===== config.mk =====
export PLATFORM = sky130hd
export DESIGN_NAME = traffic_sequencer
export DESIGN_NICKNAME = d
export VERILOG_FILES = /design/src/rtl/traffic_sequencer.sv
export SDC_FILE = /design/constraint.sdc
export NUM_CORES = 1
export LEC_CHECK = 0
export CAP_MARGIN = 20
export CELL_PAD_IN_SITES_DETAIL_PLACEMENT = 0
export CELL_PAD_IN_SITES_GLOBAL_PLACEMENT = 1
export CORE_ASPECT_RATIO = 2
export CORE_UTILIZATION = 50
export CTS_CLUSTER_DIAMETER = 150
export CTS_CLUSTER_SIZE = 30
export DETAILED_ROUTE_END_ITERATION = 10
export GPL_TIMING_DRIVEN = 0
export PLACE_DENSITY = 0.81
export REMOVE_ABC_BUFFERS = 1
export SLEW_MARGIN = 0
export SYNTH_ARGS = -nofsm -noshare
export SYNTH_HDL_FRONTEND = slang
export SYNTH_SLANG_ARGS = --single-unit

===== constraint.sdc =====
create_clock -name clk -period 7.1 [get_ports clk]
set_input_delay 1.42 -clock clk [delete_from_list [all_inputs] [get_ports clk]]
set_output_delay 1.42 -clock clk [all_outputs]
set_load 0.03 [all_outputs]

===== src/rtl/traffic_sequencer.sv =====
// traffic_sequencer: steps a 16-entry phase table with per-phase second countdown, lamp flicker and greenman.
module traffic_sequencer #(
  parameter int TICKS_PER_SEC = 1000,
  parameter int BLINK_TICKS   = 125
) (
  input  logic        clk,
  input  logic        rst_n,
  input  logic        tick,
  input  logic        en,
  input  logic        stop,
  input  logic        next,
  input  logic        cfg_we,
  input  logic [3:0]  cfg_addr,
  input  logic [26:0] cfg_wdata,
  input  logic        limit_we,
  input  logic [3:0]  limit_wdata,
  output logic [3:0]  phase,
  output logic [5:0]  remain,
  output logic [9:0]  lights,
  output logic        greenman,
  output logic        phase_start,
  output logic        paused
);
  localparam int SW = $clog2(TICKS_PER_SEC);
  localparam int BW = $clog2(BLINK_TICKS);
  typedef enum logic [1:0] {IDLE, RUN, PAUSE} state_t;
  state_t state_q, state_d;
  logic [26:0] tbl_q [16];
  logic [26:0] ent_d;
  logic [3:0] limit_q, phase_q, phase_d, nxt_idx;
  logic [5:0] remain_q, remain_d;
  logic [SW-1:0] sec_cnt_q, sec_cnt_d;
  logic [BW-1:0] blink_cnt_q, blink_cnt_d;
  logic blink_q, blink_d, load, sec_stb, blink_wrap;
  logic [9:0] lights_q, lights_d;
  logic greenman_q, greenman_d, start_q, paused_q;
  always_comb begin
    state_d = state_q;
    phase_d = phase_q;
    remain_d = remain_q;
    sec_cnt_d = sec_cnt_q;
    blink_cnt_d = blink_cnt_q;
    blink_d = blink_q;
    load = 1'b0;
    sec_stb = state_q == RUN && tick && sec_cnt_q == SW'(TICKS_PER_SEC - 1);
    blink_wrap = blink_cnt_q == BW'(BLINK_TICKS - 1);
    nxt_idx = (phase_q >= limit_q) ? 4'd0 : phase_q + 4'd1;
    if (!en) begin
      state_d = IDLE;
      phase_d = '0;
      remain_d = '0;
      sec_cnt_d = '0;
      blink_cnt_d = '0;
      blink_d = 1'b0;
    end else if (state_q == IDLE) begin
      state_d = RUN;
      phase_d = '0;
      load = 1'b1;
    end else begin
      if (tick) begin
        blink_cnt_d = blink_wrap ? '0 : blink_cnt_q + 1'b1;
        blink_d = blink_q ^ blink_wrap;
      end
      if (state_q == RUN && tick) sec_cnt_d = sec_stb ? '0 : sec_cnt_q + 1'b1;
      if (sec_stb && remain_q > 6'd1) remain_d = remain_q - 6'd1;
      if (next || (sec_stb && remain_q <= 6'd1)) begin
        phase_d = nxt_idx;
        load = 1'b1;
      end
      state_d = stop ? PAUSE : RUN;
    end
    // write-through so a same-cycle table write is seen by the load and the lamps
    ent_d = (cfg_we && cfg_addr == phase_d) ? cfg_wdata : tbl_q[phase_d];
    if (load) begin
      remain_d = (ent_d[25:20] == 6'd0) ? 6'd1 : ent_d[25:20];
      sec_cnt_d = '0;
      blink_cnt_d = '0;
      blink_d = 1'b0;
    end
    lights_d = (state_d == IDLE) ? 10'd0 : blink_d ? ent_d[19:10] : ent_d[9:0];
    greenman_d = state_d != IDLE && ent_d[26];
  end
  always_ff @(posedge clk or negedge rst_n) begin
    if (!rst_n) begin
      for (int i = 0; i < 16; i++) tbl_q[i] <= '0;
      limit_q <= '0;
    end else begin
      if (cfg_we) tbl_q[cfg_addr] <= cfg_wdata;
      if (limit_we) limit_q <= limit_wdata;
    end
  end
  always_ff @(posedge clk or negedge rst_n) begin
    if (!rst_n) begin
      state_q <= IDLE;
      phase_q <= '0;
      remain_q <= '0;
      sec_cnt_q <= '0;
      blink_cnt_q <= '0;
      blink_q <= 1'b0;
      lights_q <= '0;
      greenman_q <= 1'b0;
      start_q <= 1'b0;
      paused_q <= 1'b0;
    end else begin
      state_q <= state_d;
      phase_q <= phase_d;
      remain_q <= remain_d;
      sec_cnt_q <= sec_cnt_d;
      blink_cnt_q <= blink_cnt_d;
      blink_q <= blink_d;
      lights_q <= lights_d;
      greenman_q <= greenman_d;
      start_q <= load;
      paused_q <= state_d == PAUSE;
    end
  end
  assign phase = phase_q;
  assign remain = remain_q;
  assign lights = lights_q;
  assign greenman = greenman_q;
  assign phase_start = start_q;
  assign paused = paused_q;
endmodule

==> impl_results.rst <==
.. list-table::
   :header-rows: 1

   * - Metric
     - Value
   * - Run status
     - completed
   * - Site row count
     - 110
   * - Netlist area before placement
     - 0.0228 mm²
   * - Most instantiated flip-flop cell in the synthesis netlist
     - dfrtp_1
   * - Final setup violation count
     - 0
   * - Peak per-stage delay on the critical path
     - 0.75 ns
   * - Final Max Slew Viols
     - 0
   * - Total number of clock tree sinks
     - 479
   * - Clock latency on the worst-skew pair
     - 0.56 ns
   * - Commonest non-fill, non-tap cell in the layout
     - dfrtp_1
   * - Total clock buffers created by CTS
     - 19
   * - Number of H-tree levels
     - 1
   * - Count of cell instances traversed by the critical path
     - 17
   * - Remaining antenna violation count after routing
     - 0
   * - Quantity of hold-fixing buffers added after cts
     - 0
   * - Clock-pin slew reported for the worst setup and hold paths after clock tree synthesis
     - ~0.11 ns
   * - CTS tree
     - done
   * - Final Hold Violating Endpoints
     - 0
   * - Die area
     - ~0.047 mm²
   * - Hold path start
     - sec_cnt_q[9]
   * - Period minus WS final
     - 6.82 ns
   * - Width of the chip
     - 153 µm
   * - Max-Slew Margin vs Limit
     - between 20% and 30%
   * - Detailed-router iteration count before antenna repair
     - 5
   * - Detail Placement HPWL
     - 37800 µm
   * - Number of enable-type register cells in the synthesized netlist
     - 0
   * - Worst-case vdd ir drop
     - 0.000134 V
   * - Max-cap viol count
     - 0
   * - Post-detailed-route DRC marker count
     - 0
   * - Power per cell area
     - 254 mW/mm²
   * - Area of the core
     - 0.0450 mm²
   * - Gate count after technology mapping
     - 2048
   * - CP Buf/Inv Count
     - 7
   * - Number of fillers in the final layout
     - 3784
   * - Max frequency
     - 147 MHz
   * - Clock Root Buffer
     - clkbuf_16
   * - Slowest cell on the critical path
     - a211oi_4
   * - Critical-path cell list
     - clkdlybuf4s50_1 > nand4b_2 > nor4_4 > buf_12 > a211oi_4 > buf_8 > a21o_4 > buf_16 > inv_8 > buf_16 > xnor2_1 > and3_1 > and3_2 > buf_12 > a211oi_1 > a211oi_2 > a311oi_1
   * - Worst Reg-to-Reg Cells
     - 17
   * - Final Cycle Share
     - 96.1%
   * - First DRT Iteration DRCs
     - 1240
   * - R2R Path Start
     - phase[0]
   * - Kind of critical path
     - in -> reg
   * - Buffers added on ports
     - 65
   * - RSZ-0062 raised after global routing
     - no
   * - Maximum fanout encountered on the critical timing path
     - 115
   * - Origin of the worst setup path
     - tick
   * - Kind of path behind the tightest hold check
     - reg -> reg
   * - Maximum buffer depth of the clock tree
     - 3
   * - Net count of the finished layout
     - 2075
   * - GRT Resource Usage Total
     - a little over a quarter
   * - Post-detailed-route via-to-cell ratio
     - 6.26
   * - Count of antenna diodes in the layout
     - 0
   * - Post-Route WL
     - 60200 µm
   * - Wire length of the first global-routing pass
     - 95900 µm
   * - Total vias in the final route
     - 16200
   * - Fraction of layout cells with a size suffix above 1
     - between 20% and 30%
   * - Number of antenna violations at the first check in global routing
     - 1
   * - I/O pins
     - 66
   * - P&R area growth vs syn
     - 9.89%
   * - Required time worst endpoint
     - approximately 7.5 ns
   * - Crit path DAT
     - 7.20 ns
   * - Post-layout util
     - 55.7%
   * - Routability-driven placement congestion ratio
     - 0.793
   * - Total negative slack
     - 0 ns
   * - Synthesis-stage register bit count
     - 479
   * - Proportion of register bits with asynchronous set or reset after synthesis
     - 100%
   * - Top delay family on crit path
     - buffers and inverters
   * - Total overflow reported by the global router
     - 0
   * - Critical path endpoint category
     - flip-flop
   * - Largest net degree at the start of global routing
     - 131
   * - Number of cells after detailed placement
     - 2559
   * - Unique masters post-synth
     - between 60 and 70
   * - Critical Path Start Type
     - input pin
   * - Via count of the first global-routing pass
     - 16800
   * - Starting utilization of the core area
     - about half
   * - Hold Path Depth
     - 1
   * - Detailed-route wire length per cell
     - approximately 23 µm
   * - Highest-count cells in the layout ignoring fill and taps
     - 479 x dfrtp_1, 413 x mux2_2, 384 x nand2_1
   * - Yosys warning count
     - 0
   * - Share of the yosys chip area belonging to registers
     - a little over half
   * - Leakage power total
     - between 10 and 15 nW
   * - Per-instance average area after synthesis
     - 11.1 µm²
   * - Non-filler instance count after layout
     - 2581
   * - Die extent in y
     - 304 µm
   * - Worst Clk Skew
     - 0.0226 ns
   * - Actual slew at the worst max-slew pin
     - 1.05 ns
==> cells in the mapped netlist (9+ instances only) <==
library cell	number	share of area [%]
a211o_1	12	0.46
a211oi_1	70	2.3
a21oi_1	38	0.83
a311oi_1	74	2.8
a31oi_1	24	0.66
and3_1	33	0.91
buf_1	9	0.15
buf_2	46	1.0
clkbuf_1	109	1.8
dfrtp_1	479	53
ha_1	10	0.55
inv_1	34	0.56
mux2_2	413	20
mux2i_1	22	0.97
nand2_1	384	6.3
nand3_1	97	2.1
nor2_1	29	0.48
o21ai_0	50	1.1
o22ai_1	9	0.25
==> metrics by stage <==
step                      area, µm²  hold slack (ns)  power [W]  setup slack [ns]
final                         25100            0.501    0.00636             0.279
after global routing          25100            0.525    0.00670            0.0422
after CTS                     25000            0.505    0.00641            0.0157
after detailed placement      24500            0.485    0.00510             -1.26
after global placement        23400            0.478    0.00501            -15.95
after floorplan               22100            0.445    0.00461             -2.47
==> cells by family after synthesis <==
kind of cell,synth area share (%)
compound gates,10.4
flops,52.6
mux,21.4
simple gates,11.1
buf+inv,3.72
fa+ha+maj,0.549
xor+xnor,0.269
==> path summary, 6_finish.rpt <==
path	slack, ns	endpoint
min reg2reg	0.50	sec_cnt_q[9]
min	0.50	sec_cnt_q[9]
max reg2reg	0.86	lights[2]
max	0.28	lights[2]
min in group asynchronous	0.91	tbl_q[427]
max in group asynchronous	3.93	tbl_q[101]
==> registers in the layout, summed over array words and instances (netlist names) <==
name / cells
blink_cnt_q: 7
limit_q: 4
paused: 1
remain: 6
greenman: 1
tbl_q: 432
lights: 10
phase: 4
sec_cnt_q: 10
phase_start: 1
blink_q: 1
state_q: 2
==> power breakdown <==
group	leakage, nW	switching, W	internal [W]
clock network	0.235	0.000823	0.000490
logic	4.45	0.000685	0.000745
registers	5.92	0.000297	0.00332
total	10.6	0.00180	0.00455
==> metal layers <==
metal / global-route usage (%) / wire (µm) / up-vias
met5: 0 / 11 / -
met4: 10.3 / 2370 / 2
met3: 2.36 / 2530 / 127
met2: 46.1 / 30300 / 425
met1: 33.9 / 24900 / 8379
li1: - / - / 7224
==> layout make-up <==
cell class                      instances  area [µm²]  area share (%)
Tap cell                              560         701            2.80
Multi-Input combinational cell       1364       10100            40.3
Sequential cell                       479       12000            47.8
Inverter                               37         151           0.604
Timing Repair Buffer                  121        1640            6.53
Clock buffer                           20         479            1.91
==> repair_timing <==
action,CTS,global route
setup buffers,0,2
setup endpoints to repair,7,7
pin swaps,0,1
resized for setup,3,0
endpoints found under the hold margin,0,0
(Power assumes the default switching activity.)
